$ cat src/rtl/uart_reg_master.sv
// uart_reg_master: host command port to UART register-bus initiator, with an
// optional round-robin polling engine that drains received bytes.
//
// Optional feature macro: UART_AUTOPOLL_EN (polling engine present when defined).
//
// Ports:
//   clk, rst_n                      clock, asynchronous active-low reset
//   cmd_valid/ready/write/addr/wdata host command (valid/ready)
//   rsp_valid/ready/rdata           read response (valid/ready)
//   addr, we, re, write_data        register-bus strobes (one cycle each)
//   read_data                       register-bus read data (combinational)
//   poll_en                         per-channel poll enable
//   poll_valid/ready/chan/data      polled receive byte stream
module uart_reg_master #(
    parameter int unsigned ADDR_W    = 22,
    parameter int unsigned DATA_W    = 32,
    parameter int unsigned POLL_DIV  = 1024,
    parameter int unsigned SR_RX_BIT = 0
) (
    input  logic              clk,
    input  logic              rst_n,
    input  logic              cmd_valid,
    output logic              cmd_ready,
    input  logic              cmd_write,
    input  logic [ADDR_W-1:0] cmd_addr,
    input  logic [DATA_W-1:0] cmd_wdata,
    output logic              rsp_valid,
    input  logic              rsp_ready,
    output logic [DATA_W-1:0] rsp_rdata,
    output logic [ADDR_W-1:0] addr,
    output logic              we,
    output logic              re,
    output logic [DATA_W-1:0] write_data,
    input  logic [DATA_W-1:0] read_data,
    input  logic [3:0]        poll_en,
    output logic              poll_valid,
    input  logic              poll_ready,
    output logic [1:0]        poll_chan,
    output logic [7:0]        poll_data
);

    typedef enum logic [2:0] {IDLE, WR, RD, RSP, P_SR, P_RDR, P_OUT} state_t;

    state_t state;
    state_t state_nxt;
    logic   cmd_ready_nxt;

`ifdef UART_AUTOPOLL_EN
    localparam int unsigned CNT_W = $clog2(POLL_DIV);

    logic [CNT_W-1:0] cnt;
    logic [CNT_W-1:0] cnt_nxt;
    logic             poll_due;
    logic             poll_due_nxt;
    logic [1:0]       ptr;
    logic [1:0]       ch;
    logic [1:0]       sel_ch;
    logic [1:0]       cand;

    // First enabled channel at or after ptr; lowest offset wins.
    always_comb begin
        sel_ch = ptr;
        cand   = ptr;
        for (int i = 3; i >= 0; i--) begin
            cand = ptr + 2'(i);
            if (poll_en[cand]) sel_ch = cand;
        end
    end
`else
    logic unused_poll;
    assign unused_poll = ^{poll_en, poll_ready, 1'(SR_RX_BIT), 1'(POLL_DIV)};
    assign poll_valid  = 1'b0;
    assign poll_chan   = 2'b00;
    assign poll_data   = 8'h00;
`endif

    // Next state, plus next poll counter so cmd_ready can be registered.
    always_comb begin
        state_nxt = state;
        case (state)
            IDLE: begin
`ifdef UART_AUTOPOLL_EN
                if (poll_due) state_nxt = P_SR;
                else
`endif
                if (cmd_valid && cmd_ready) state_nxt = cmd_write ? WR : RD;
            end
            WR:  state_nxt = IDLE;
            RD:  state_nxt = RSP;
            RSP: if (rsp_ready) state_nxt = IDLE;
`ifdef UART_AUTOPOLL_EN
            P_SR:  state_nxt = read_data[SR_RX_BIT] ? P_RDR : IDLE;
            // First P_RDR cycle is the bus gap, second carries the strobe.
            P_RDR: if (re) state_nxt = P_OUT;
            P_OUT: if (poll_ready) state_nxt = IDLE;
`endif
            default: state_nxt = IDLE;
        endcase

`ifdef UART_AUTOPOLL_EN
        cnt_nxt = cnt;
        if (state == IDLE && state_nxt == P_SR) cnt_nxt = CNT_W'(POLL_DIV - 1);
        else if (cnt != '0)                     cnt_nxt = cnt - CNT_W'(1);
        poll_due_nxt  = (cnt_nxt == '0) && (poll_en != 4'b0000);
        cmd_ready_nxt = (state_nxt == IDLE) && !poll_due_nxt;
`else
        cmd_ready_nxt = (state_nxt == IDLE);
`endif
    end

    // State register and registered outputs; strobes default low each cycle.
    always_ff @(posedge clk or negedge rst_n) begin
        if (!rst_n) begin
            state      <= IDLE;
            cmd_ready  <= 1'b1;
            rsp_valid  <= 1'b0;
            rsp_rdata  <= '0;
            addr       <= '0;
            we         <= 1'b0;
            re         <= 1'b0;
            write_data <= '0;
`ifdef UART_AUTOPOLL_EN
            cnt        <= CNT_W'(POLL_DIV - 1);
            poll_due   <= 1'b0;
            ptr        <= 2'd0;
            ch         <= 2'd0;
            poll_valid <= 1'b0;
            poll_chan  <= 2'd0;
            poll_data  <= 8'h00;
`endif
        end else begin
            state      <= state_nxt;
            cmd_ready  <= cmd_ready_nxt;
            addr       <= '0;
            we         <= 1'b0;
            re         <= 1'b0;
            write_data <= '0;
`ifdef UART_AUTOPOLL_EN
            cnt        <= cnt_nxt;
            poll_due   <= poll_due_nxt;
`endif
            case (state)
                IDLE: begin
`ifdef UART_AUTOPOLL_EN
                    if (poll_due) begin
                        ch   <= sel_ch;
                        re   <= 1'b1;
                        addr <= ADDR_W'({sel_ch, 2'b01});
                    end else
`endif
                    if (cmd_valid && cmd_ready) begin
                        addr <= cmd_addr;
                        if (cmd_write) begin
                            we         <= 1'b1;
                            write_data <= cmd_wdata;
                        end else begin
                            re <= 1'b1;
                        end
                    end
                end
                RD: begin
                    rsp_valid <= 1'b1;
                    rsp_rdata <= read_data;
                end
                RSP: begin
                    if (rsp_ready) begin
                        rsp_valid <= 1'b0;
                        rsp_rdata <= '0;
                    end
                end
`ifdef UART_AUTOPOLL_EN
                P_SR: begin
                    if (!read_data[SR_RX_BIT]) ptr <= ch + 2'd1;
                end
                P_RDR: begin
                    if (!re) begin
                        re   <= 1'b1;
                        addr <= ADDR_W'({ch, 2'b11});
                    end else begin
                        poll_valid <= 1'b1;
                        poll_chan  <= ch;
                        poll_data  <= read_data[7:0];
                    end
                end
                P_OUT: begin
                    if (poll_ready) begin
                        poll_valid <= 1'b0;
                        poll_chan  <= 2'd0;
                        poll_data  <= 8'h00;
                        ptr        <= ch + 2'd1;
                    end
                end
`endif
                default: ;
            endcase
        end
    end

endmodule

$ cat config.mk
export PLATFORM = sky130hd
export DESIGN_NAME = uart_reg_master
export DESIGN_NICKNAME = d
export VERILOG_FILES = /design/src/rtl/uart_reg_master.sv
export SDC_FILE = /design/constraint.sdc
export NUM_CORES = 1
export LEC_CHECK = 0
export BUFFER_PORTS_ARGS = -buffer_cell sky130_fd_sc_hd__buf_2
export CAP_MARGIN = 30
export CELL_PAD_IN_SITES_DETAIL_PLACEMENT = 1
export CELL_PAD_IN_SITES_GLOBAL_PLACEMENT = 1
export CORE_MARGIN = 4
export CORE_UTILIZATION = 34
export DETAILED_ROUTE_END_ITERATION = 7
export GPL_TIMING_DRIVEN = 0
export HOLD_SLACK_MARGIN = 0.12
export PLACE_DENSITY = 0.79
export SLEW_MARGIN = 5
export SYNTH_ARGS = -nofsm -noshare
export SYNTH_HDL_FRONTEND = slang
export SYNTH_SLANG_ARGS = --single-unit
$ cat constraint.sdc
create_clock -name clk -period 2.8 [get_ports clk]
set_input_delay 0.14 -clock clk [delete_from_list [all_inputs] [get_ports clk]]
set_output_delay 0.14 -clock clk [all_outputs]
set_load 0.02 [all_outputs]
==> results of run 1 <==
[report_power, final]
| part | internal (uW) | leakage (uW) | total (uW) | switching, uW |
|---|---|---|---|---|
| registers | 1570 | 0.00123 | 1710 | 131 |
| logic | 463 | 0.00180 | 1070 | 608 |
| clock network | 590 | 0.000110 | 1040 | 447 |
| total | 2630 | 0.00315 | 3810 | 1190 |
[per-stage QoR]
stage	setup slack, ps	total power, uW	hold slack (ps)
floorplan	1410	2260	-156
global placement	784	2630	346
detailed placement	1160	2680	201
CTS	933	3820	286
global route	807	4000	315
finish	876	3810	298
[Yosys cell counts]
cell type  instances
a22o_1            32
a21o_1             1
or4_1              1
nor2b_2            1
o21ai_0            2
nand2_1            4
buf_6              3
buf_2              3
buf_4             12
dfstp_2            1
nor2_1             2
dfrtp_1           92
and3_1            32
and2_1            23
clkbuf_1           5
o21ai_1            1
conb_1             1
nor4_4             1
clkbuf_2           3
inv_1              2
a21oi_1            1
[per-layer routing]
metal | vias to the layer above | global-route usage (%) | wire (um)
met5 | - | 0 | 0
met2 | 109 | 41.5 | 6640
li1 | 1333 | - | -
met4 | 0 | 6.00 | 167
met1 | 1450 | 23.3 | 4200
met3 | 15 | 5.57 | 673
[worst min path at each step]
stage	from	to	slack [ps]	cells past startpoint
4_1_cts	cmd_valid	re	290	4
2_1_floorplan	rst_n	addr[0]	-160	0
3_5_place_dp	rst_n	rsp_rdata[10]	200	1
6_report	cmd_valid	re	300	4
3_3_place_gp	cmd_addr[4]	addr[4]	350	2
5_1_grt	cmd_valid	re	320	4
[cell type report]
| cell class | count | area, um^2 | area share [%] |
|---|---|---|---|
| Timing Repair Buffer | 272 | 1840 | 33.5 |
| Sequential cell | 93 | 2330 | 42.4 |
| Multi-Input combinational cell | 113 | 757 | 13.8 |
| Tap cell | 129 | 161 | 2.94 |
| Clock inverter | 4 | 97.6 | 1.78 |
| Inverter | 2 | 7.51 | 0.137 |
| Buffer | 26 | 173 | 3.14 |
| Clock buffer | 11 | 131 | 2.39 |
[worst max-delay path, cell delays in order, from the launching register on]
cell	delay, ps
dfstp_2	540
nand2_1	90
nor4_4	450
and3_1	230
dlygate4sd3_1	560
[flip-flops by register name (all words and copies together) (netlist names)]
| name | cells |
|---|---|
| write_data | 32 |
| cmd_ready | 1 |
| rsp_rdata | 32 |
| we | 1 |
| addr | 22 |
| rsp_valid | 1 |
| re | 1 |
| state | 3 |
[logic make-up after synthesis]
family	count (synthesis)	share of synthesized area, %
other	1	0.116
flip-flops	93	72.2
AND/OR/NAND/NOR	64	12.5
buffers and inverters	28	5.59
AO/OA/AOI/OAI	37	9.55
[repair_timing]
item | in CTS | in global routing
hold buffers | 91 | 0
buffers inserted | 0 | 0
endpoints found under the hold margin | 135 | 0
endpoints found under the setup margin | 0 | 0
==> metrics.yaml, run 1 <==
drt:
  viasPerCell: 4.47
  drc: 0
  wl_per_cell_um: 18.0
  first_pass_iters: 4
  via_count: 2907
  drt_iter0_drc: 92
  ant_nets: 0
  routed_wl_um: 11700
finish:
  final_cell_area_um2: 5500
  final_cells: 650
  drive_gt1_share_pct: 41.8
  final_cell_mix: "buf_2, dfrtp_1, dlygate4sd3_1"
  final_common_cell: "buf_2"
  n_antenna_cell: 0
  fin_nets: 613
  nFillCells: 1002
  fin_util_pct: 59.5
  area_growth_syn_to_layout_pct: 70.5
die:
  initial_utilization_pct: 34.9
  die_x_um: 105
  dieArea_um2: 11100
  die_y_um: 105
  rows: 35
  io_pins: 197
  core-area_um2: 9240
timing:
  clock.fmax_mhz: 520
  slew_violations: 0
  finalHoldViolCount: 0
  period_minus_slack_ps: 1920
  maxSlewHeadroom_pct: 58.0
  rsz0062_at_grt: "false"
  tns_ps: 0
  fin_skew_ps: 13.1
  finalSetupViolCount: 0
  worst_slew_pin_slew_ps: 630
  period_share_pct: 68.7
worst_setup_path:
  worstSetupStartpoint: "cmd_ready"
  cp_data_arrival_time_ps: 2210
  rr_startpoint: "cmd_ready"
  critPathCapture: "write_data[0]"
  regToRegSetupSlack_ps: 880
  start_kind: "register"
  reg2reg_to: "write_data[0]"
  crit_path_end_kind: "register"
  path_max_fanout: 10
  cp.required_ps: 3080
  setup.worst_path.class: "register to register"
  reg2regPathDepth: 4
placement:
  gp_congestion: 0.683
  io_buffers: 180
  detailed_place.area_um2: 4360
  place_inst: 544
  dp_hpwl_um: 6880
global_route:
  antenna_found_initial: 0
  grt_pass1_vias: 3373
  grt_usage_pct: 21.7
  grt_max_degree: 49
  grt_pass1_wl_um: 18600
  grt_overflow: 0
run_status:
  outcome: "completed"
job:
  maxCapViolCount: 0
synth:
  synth_warnings: 0
  netlist_area_um2: 3220
  yosysSeqAreaShare_pct: 72.2
  syn_inst: 223
  ys_types: 21
  ys_seq_elements: 93
  synth_area_leaders: "dfrtp_1, a22o_1, and3_1"
  synth_area_per_cell_um2: 14.5
  synth_top_area_cell: "dfrtp_1"
  synth_top_area_share_pct: 71.4
cts:
  cts_buffers: 9
  root_buffer: "clkbuf_8"
  cts_resized: 0
  tritoncts: "yes"
  ctsHtreeMaxLevel: 3
  cts_sinks: 93
  clk_latency_ps: 350
  clkTransAtPathRegs_ps: 90
  clock_path_buffers: 2
power:
  p_leak_uw: 0.00315
  power_density_nw_per_um2: 694
  ir_drop_v: 0.000259
min_path:
  hp-class: "input pin to register"
Note: power is estimated with default switching activity, not from simulation.
==> run 2: changes to the inputs <==
- CORE_UTILIZATION: 34 -> 29
- PLACE_DENSITY: 0.79 -> 0.72
- clock period: 2.8 -> 1.72 ns (I/O delays scaled with it)
==> metrics.yaml, run 2 (synthesis results as in run 1) <==
timing:
  slew_violations: 0  # unchanged
  period_minus_slack_ps: 1630  # -297 ps
  period_share_pct: 94.6  # +26 points
  fin_skew_ps: 6.00  # -7.12 ps
  finalSetupViolCount: 0  # unchanged
  clock.fmax_mhz: 615  # +18%
  fin_ws_ps: 93.0  # -783 ps
  finalHoldViolCount: 0  # unchanged
worst_setup_path:
  reg2regPathDepth: 5  # +1
  crit_path_end_kind: "register"
  critPathCapture: "write_data[9]"
  path_delay_family: "simple AND/OR/NAND/NOR gates"
  reg2reg_to: "write_data[9]"
  path_max_fanout: 10  # unchanged
  regToRegSetupSlack_ps: 90  # -780 ps
  start_kind: "register"
  cp_slowest_cell: "dfstp_2"
  path_depth: 5  # +1
  crit_buf_inv: 2  # +1
  cp.required_ps: 2000  # -1080 ps
  crit_chain: "nand2_1, nor4_4, buf_4, clkbuf_2, and3_1"
  cp_data_arrival_time_ps: 1910  # -300 ps
  worstSetupStartpoint: "cmd_ready"
  setup.worst_path.class: "register to register"
  rr_startpoint: "cmd_ready"
  crit_path_max_incr_delay_ps: 530  # -30 ps
global_route:
  antenna_found_initial: 0  # unchanged
  grt_pass1_wl_um: 17400  # -6.2%
  grt_max_degree: 60  # +22%
  grt_overflow: 0  # unchanged
  grt_usage_pct: 17.4  # -4.3 points
  grt_pass1_vias: 3326  # -1.4%
die:
  io_pins: 197  # unchanged
  die_y_um: 113  # +7.7%
  dieArea_um2: 12900  # +16%
  die_x_um: 113  # +7.7%
  core-area_um2: 10800  # +17%
  rows: 38  # +8.6%
  initial_utilization_pct: 29.7  # -5.2 points
drt:
  routed_wl_um: 10900  # -6.5%
  drc: 0  # unchanged
  ant_nets: 0  # unchanged
  via_count: 2868  # -1.3%
  first_pass_iters: 4  # unchanged
  wl_per_cell_um: 16.5  # -8.2%
  drt_iter0_drc: 101  # +9.8%
  viasPerCell: 4.33  # -3.1%
finish:
  fin_nets: 613  # unchanged
  area_growth_syn_to_layout_pct: 68.7
  nFillCells: 1172  # +17%
  reg_top3: "rsp_rdata x32, write_data x32, addr x22"
  fin_util_pct: 50.2  # -9.3 points
  final_cell_area_um2: 5440  # -1.0%
  drive_gt1_share_pct: 42.2  # +0.38 points
  final_cell_mix: "buf_2, dfrtp_1, dlygate4sd3_1"
  final_common_cell: "buf_2"
power:
  power_density_nw_per_um2: 1060  # +53%
  total_power_uw: 5760  # +51%
  power_frac_clock_pct: 21.8  # -5.4 points
  power_frac_seq_pct: 48.0  # +3.3 points
  ir_drop_v: 0.000530  # +100%
  intPower_uw: 3880  # +48%
  p_comb_share_pct: 30.2  # +2.1 points
  swShare_pct: 32.7  # +1.6 points
  p_leak_uw: 0.00312  # -0.84%
  p_sw_uw: 1880  # +59%
cts:
  cts_sinks: 93  # unchanged
  cts_buffers: 9  # unchanged
  clock_path_buffers: 2  # unchanged
  tritoncts: "yes"
  clk_latency_ps: 340  # about the same
  ctsHtreeMaxLevel: 3  # unchanged
  root_buffer: "clkbuf_8"
  clkTransAtPathRegs_ps: 80  # about the same
placement:
  dp_hpwl_um: 6730  # -2.1%
  post-place-ws_ps: 30.2  # -1130 ps
  io_buffers: 180  # unchanged
  gp_congestion: 0.760  # +11%
  detailed_place.area_um2: 4370  # +0.32%
min_path:
  hp-class: "input pin to asynchronous set/reset pin"
run_status:
  outcome: "completed"
job:
  maxCapViolCount: 0  # unchanged
-- run 2: cell count changes in the layout (fill, tap and decap cells not counted), sizes merged --
cell	delta
bufinv	-3
dlygate4sd3	-2
clkinvlp	-1
buf	+2
clkinv	+2
diode	+1
clkbuf	+2
-- run 2: area by class of cell --
| class | count | area [um^2] | share of cell area (%) |
|---|---|---|---|
| Tap cell | 140 | 175 | 3.22 |
| Antenna cell | 1 | 2.50 | 0.0460 |
| Multi-Input combinational cell | 113 | 757 | 13.9 |
| Buffer | 26 | 174 | 3.20 |
| Clock buffer | 13 | 149 | 2.74 |
| Clock inverter | 2 | 10.0 | 0.184 |
| Inverter | 2 | 7.51 | 0.138 |
| Sequential cell | 93 | 2330 | 42.8 |
| Timing Repair Buffer | 272 | 1840 | 33.8 |
-- run 2: power by group through the flow --
| stage | Combinational (uW) | Clock, uW | Sequential, uW |
|---|---|---|---|
| 3_5_place_dp | 1560 | 0 | 2790 |
| 2_1_floorplan | 416 | 0 | 3260 |
| 6_report | 1740 | 1250 | 2770 |
| 3_3_place_gp | 1520 | 0 | 2780 |
| 4_1_cts | 1730 | 1320 | 2750 |
| 5_1_grt | 1860 | 1410 | 2810 |
-- run 2: worst min path at each step --
| stage | from | to | cells past startpoint |
|---|---|---|---|
| after floorplan | rst_n | addr[0] | 0 |
| after global placement | cmd_addr[6] | addr[6] | 2 |
| after detailed placement | rst_n | rsp_rdata[7] | 1 |
| after CTS | cmd_valid | re | 4 |
| after global routing | cmd_valid | we | 4 |
| final | rst_n | rsp_rdata[7] | 2 |
-- run 2: layer usage --
layer / global-route usage (%) / share of wire (%) / vias up
met4: 7.37 / 1.9 / 0
met5: 0 / 0 / -
met3: 5.57 / 8.0 / 17
li1: - / - / 1331
met1: 19.6 / 39 / 1395
met2: 30.2 / 51 / 125
-- run 2: worst reg2reg max path: cells and delay by family, from the launching register on --
| kind | cells | cell delay, ps |
|---|---|---|
| AND/OR/NAND/NOR | 3 | 600 |
| buffers and inverters | 2 | 430 |
| flip-flops | 1 | 530 |
-- run 2: through the flow --
step,std cells,TNS [ps],hold WS (ps)
finish,662,0,235
global route,661,-69.9,257
CTS,659,0,214
detailed placement,555,0,70.4
global placement,554,-27080,293
floorplan,234,0,-210
-- run 2: timing repair --
action,CTS,global route
setup buffers,0,2
endpoints found under the setup margin,0,49
hold buffers,89,0
hold endpoints to repair,184,0
resized for setup,0,2
==> run 3: changes to the inputs <==
==> constraint.sdc (replaced) <==
create_clock -name clk -period 1.34 [get_ports clk]
set_input_delay 0.067 -clock clk [delete_from_list [all_inputs] [get_ports clk]]
set_output_delay 0.067 -clock clk [all_outputs]
set_load 0.005 [all_outputs]
==> metrics.yaml, run 3 (synthesis results as in run 1) <==
run_status:
  outcome: "complete, but fails checks"
  violations: "setup timing"
finish:
  fin_util_pct: 51.5  # +1.3 points
  final_common_cell: "buf_2"
  nFillCells: 1151  # -1.8%
  reg_top3: "rsp_rdata x32, write_data x32, addr x22"
  final_cells: 664  # +0.30%
  final_cell_mix: "buf_2, dfrtp_1, dlygate4sd3_1"
  area_growth_syn_to_layout_pct: 73.1
  final_cell_area_um2: 5580  # +2.6%
  fin_nets: 615  # +0.33%
  drive_gt1_share_pct: 44.6  # +2.3 points
timing:
  slew_violations: 0  # unchanged
  period_share_pct: 102  # +7.4 points
  fin_ws_ps: -27.2  # -120 ps
  clock.fmax_mhz: 731  # +19%
  rsz0062_at_grt: "true"
  whs_ps: 155  # -80.1 ps
  period_minus_slack_ps: 1370  # -260 ps
  fin_skew_ps: 11.1  # +5.11 ps
  finalHoldViolCount: 0  # unchanged
  finalSetupViolCount: 16  # +16
  tns_ps: -131  # -131 ps
drt:
  met3_length_um: 841  # -3.2%
  ant_nets: 0  # unchanged
  first_pass_iters: 3  # -1
  dr_wl_met2_um: 5710  # +1.9%
  wl_met1_um: 4170  # -1.4%
  drt_iter0_drc: 113  # +12%
  maxUsedRoutingLayer: "met4"
  routed_wl_um: 10900  # about the same
  wl_per_cell_um: 16.5  # -0.23%
  via_count: 2854  # -0.49%
  drc: 0  # unchanged
  viasPerCell: 4.30  # -0.79%
die:
  core-area_um2: 10800  # unchanged
  dieArea_um2: 12900  # unchanged
  io_pins: 197  # unchanged
  die_x_um: 113  # unchanged
  die_y_um: 113  # unchanged
  rows: 38  # unchanged
  initial_utilization_pct: 29.7  # unchanged
global_route:
  grt_overflow: 0  # unchanged
  grt_usage_pct: 17.5  # +0.13 points
  grt_pass1_vias: 3307  # -0.57%
  grt_max_degree: 60  # unchanged
  grt_pass1_wl_um: 17600  # +0.83%
  antenna_found_initial: 0  # unchanged
cts:
  ctsHtreeMaxLevel: 3  # unchanged
  clk_latency_ps: 350  # about the same
  root_buffer: "clkbuf_8"
  cts_buffers: 9  # unchanged
  tritoncts: "yes"
  cts_sinks: 93  # unchanged
  clock_path_buffers: 2  # unchanged
  clkTransAtPathRegs_ps: 90  # about the same
placement:
  detailed_place.area_um2: 4370  # unchanged
  io_buffers: 180  # unchanged
  place_inst: 555  # unchanged
  gp_congestion: 0.760  # unchanged
  dp_hpwl_um: 6730  # unchanged
worst_setup_path:
  cp.required_ps: 1620  # -380 ps
  setup.worst_path.class: "register to register"
  crit_path_end_kind: "register"
  cp_data_arrival_time_ps: 1650  # -260 ps
  start_kind: "register"
  path_max_fanout: 10  # unchanged
power:
  power_density_nw_per_um2: 1230  # +16%
  p_leak_uw: 0.00317  # +1.6%
  intPower_uw: 5020  # +29%
  swShare_pct: 26.9  # -5.8 points
  p_comb_share_pct: 24.9  # -5.3 points
  power_frac_clock_pct: 23.4  # +1.6 points
  power_frac_seq_pct: 51.7  # +3.7 points
  ir_drop_v: 0.000512  # -3.4%
  p_sw_uw: 1850  # -1.7%
job:
  maxCapViolCount: 0  # unchanged
min_path:
  hp-class: "input pin to register"
==> run 3: power by group through the flow <==
stage               logic, uW  registers [uW]  clock network, uW
global route             1870            3610               1810
floorplan                 516            3630                  0
detailed placement       1410            3580                  0
finish                   1710            3550               1610
CTS                      1690            3540               1690
global placement         1360            3560                  0
==> run 3: final timing paths <==
check,startpoint,endpoint,slack [ps],depth (start not counted)
hold / removal,cmd_valid,we,160,4
hold reg to reg,rsp_valid,rsp_valid,480,1
setup / recovery,cmd_ready,write_data[19],-30,5
min in group asynchronous,rst_n,rsp_rdata[7],220,2
setup reg to reg,cmd_ready,write_data[19],-30,5
max in group asynchronous,rst_n,write_data[13],480,3
==> run 3: per-layer routing <==
metal  track usage (%)  up-vias
met5                 0        -
met4              6.97        0
li1                  -     1333
met1              19.6     1380
met3              5.36       17
met2              31.0      124
==> run 3: through the flow <==
step | worst slack [ps] | power (uW)
floorplan | 21.5 | 4140
global placement | -661 | 4930
detailed placement | -350 | 4990
CTS | -161 | 6920
global route | -107 | 7280
finish | -27.2 | 6870
==> run 3: critical path, stage by stage, from the launching register on <==
cell and delay [ps]:
dfstp_2 560, nand2_4 60, nor4_4 180, buf_6 190
buf_8 130, and3_4 180
==> run 3: timing repair <==
action / in CTS / in global routing
hold endpoints to repair: 184 / 0
setup endpoints to repair: 87 / 87
hold buffers: 89 / 0
gates cloned: 2 / 0
pin swaps: 5 / 1
setup buffers: 3 / 0
gates resized for setup: 26 / 12
==> run 3: final cells by class <==
class	instances	area [um^2]	share of cell area, %
inverters	2	7.51	0.134
flip-flops and latches	93	2330	41.7
plain buffers	25	226	4.06
repair buffers	275	1880	33.6
diodes	1	2.50	0.0448
multi-input cells	113	807	14.5
clock inverters	2	10.0	0.179
clock buffers	13	149	2.67
well taps	140	175	3.14
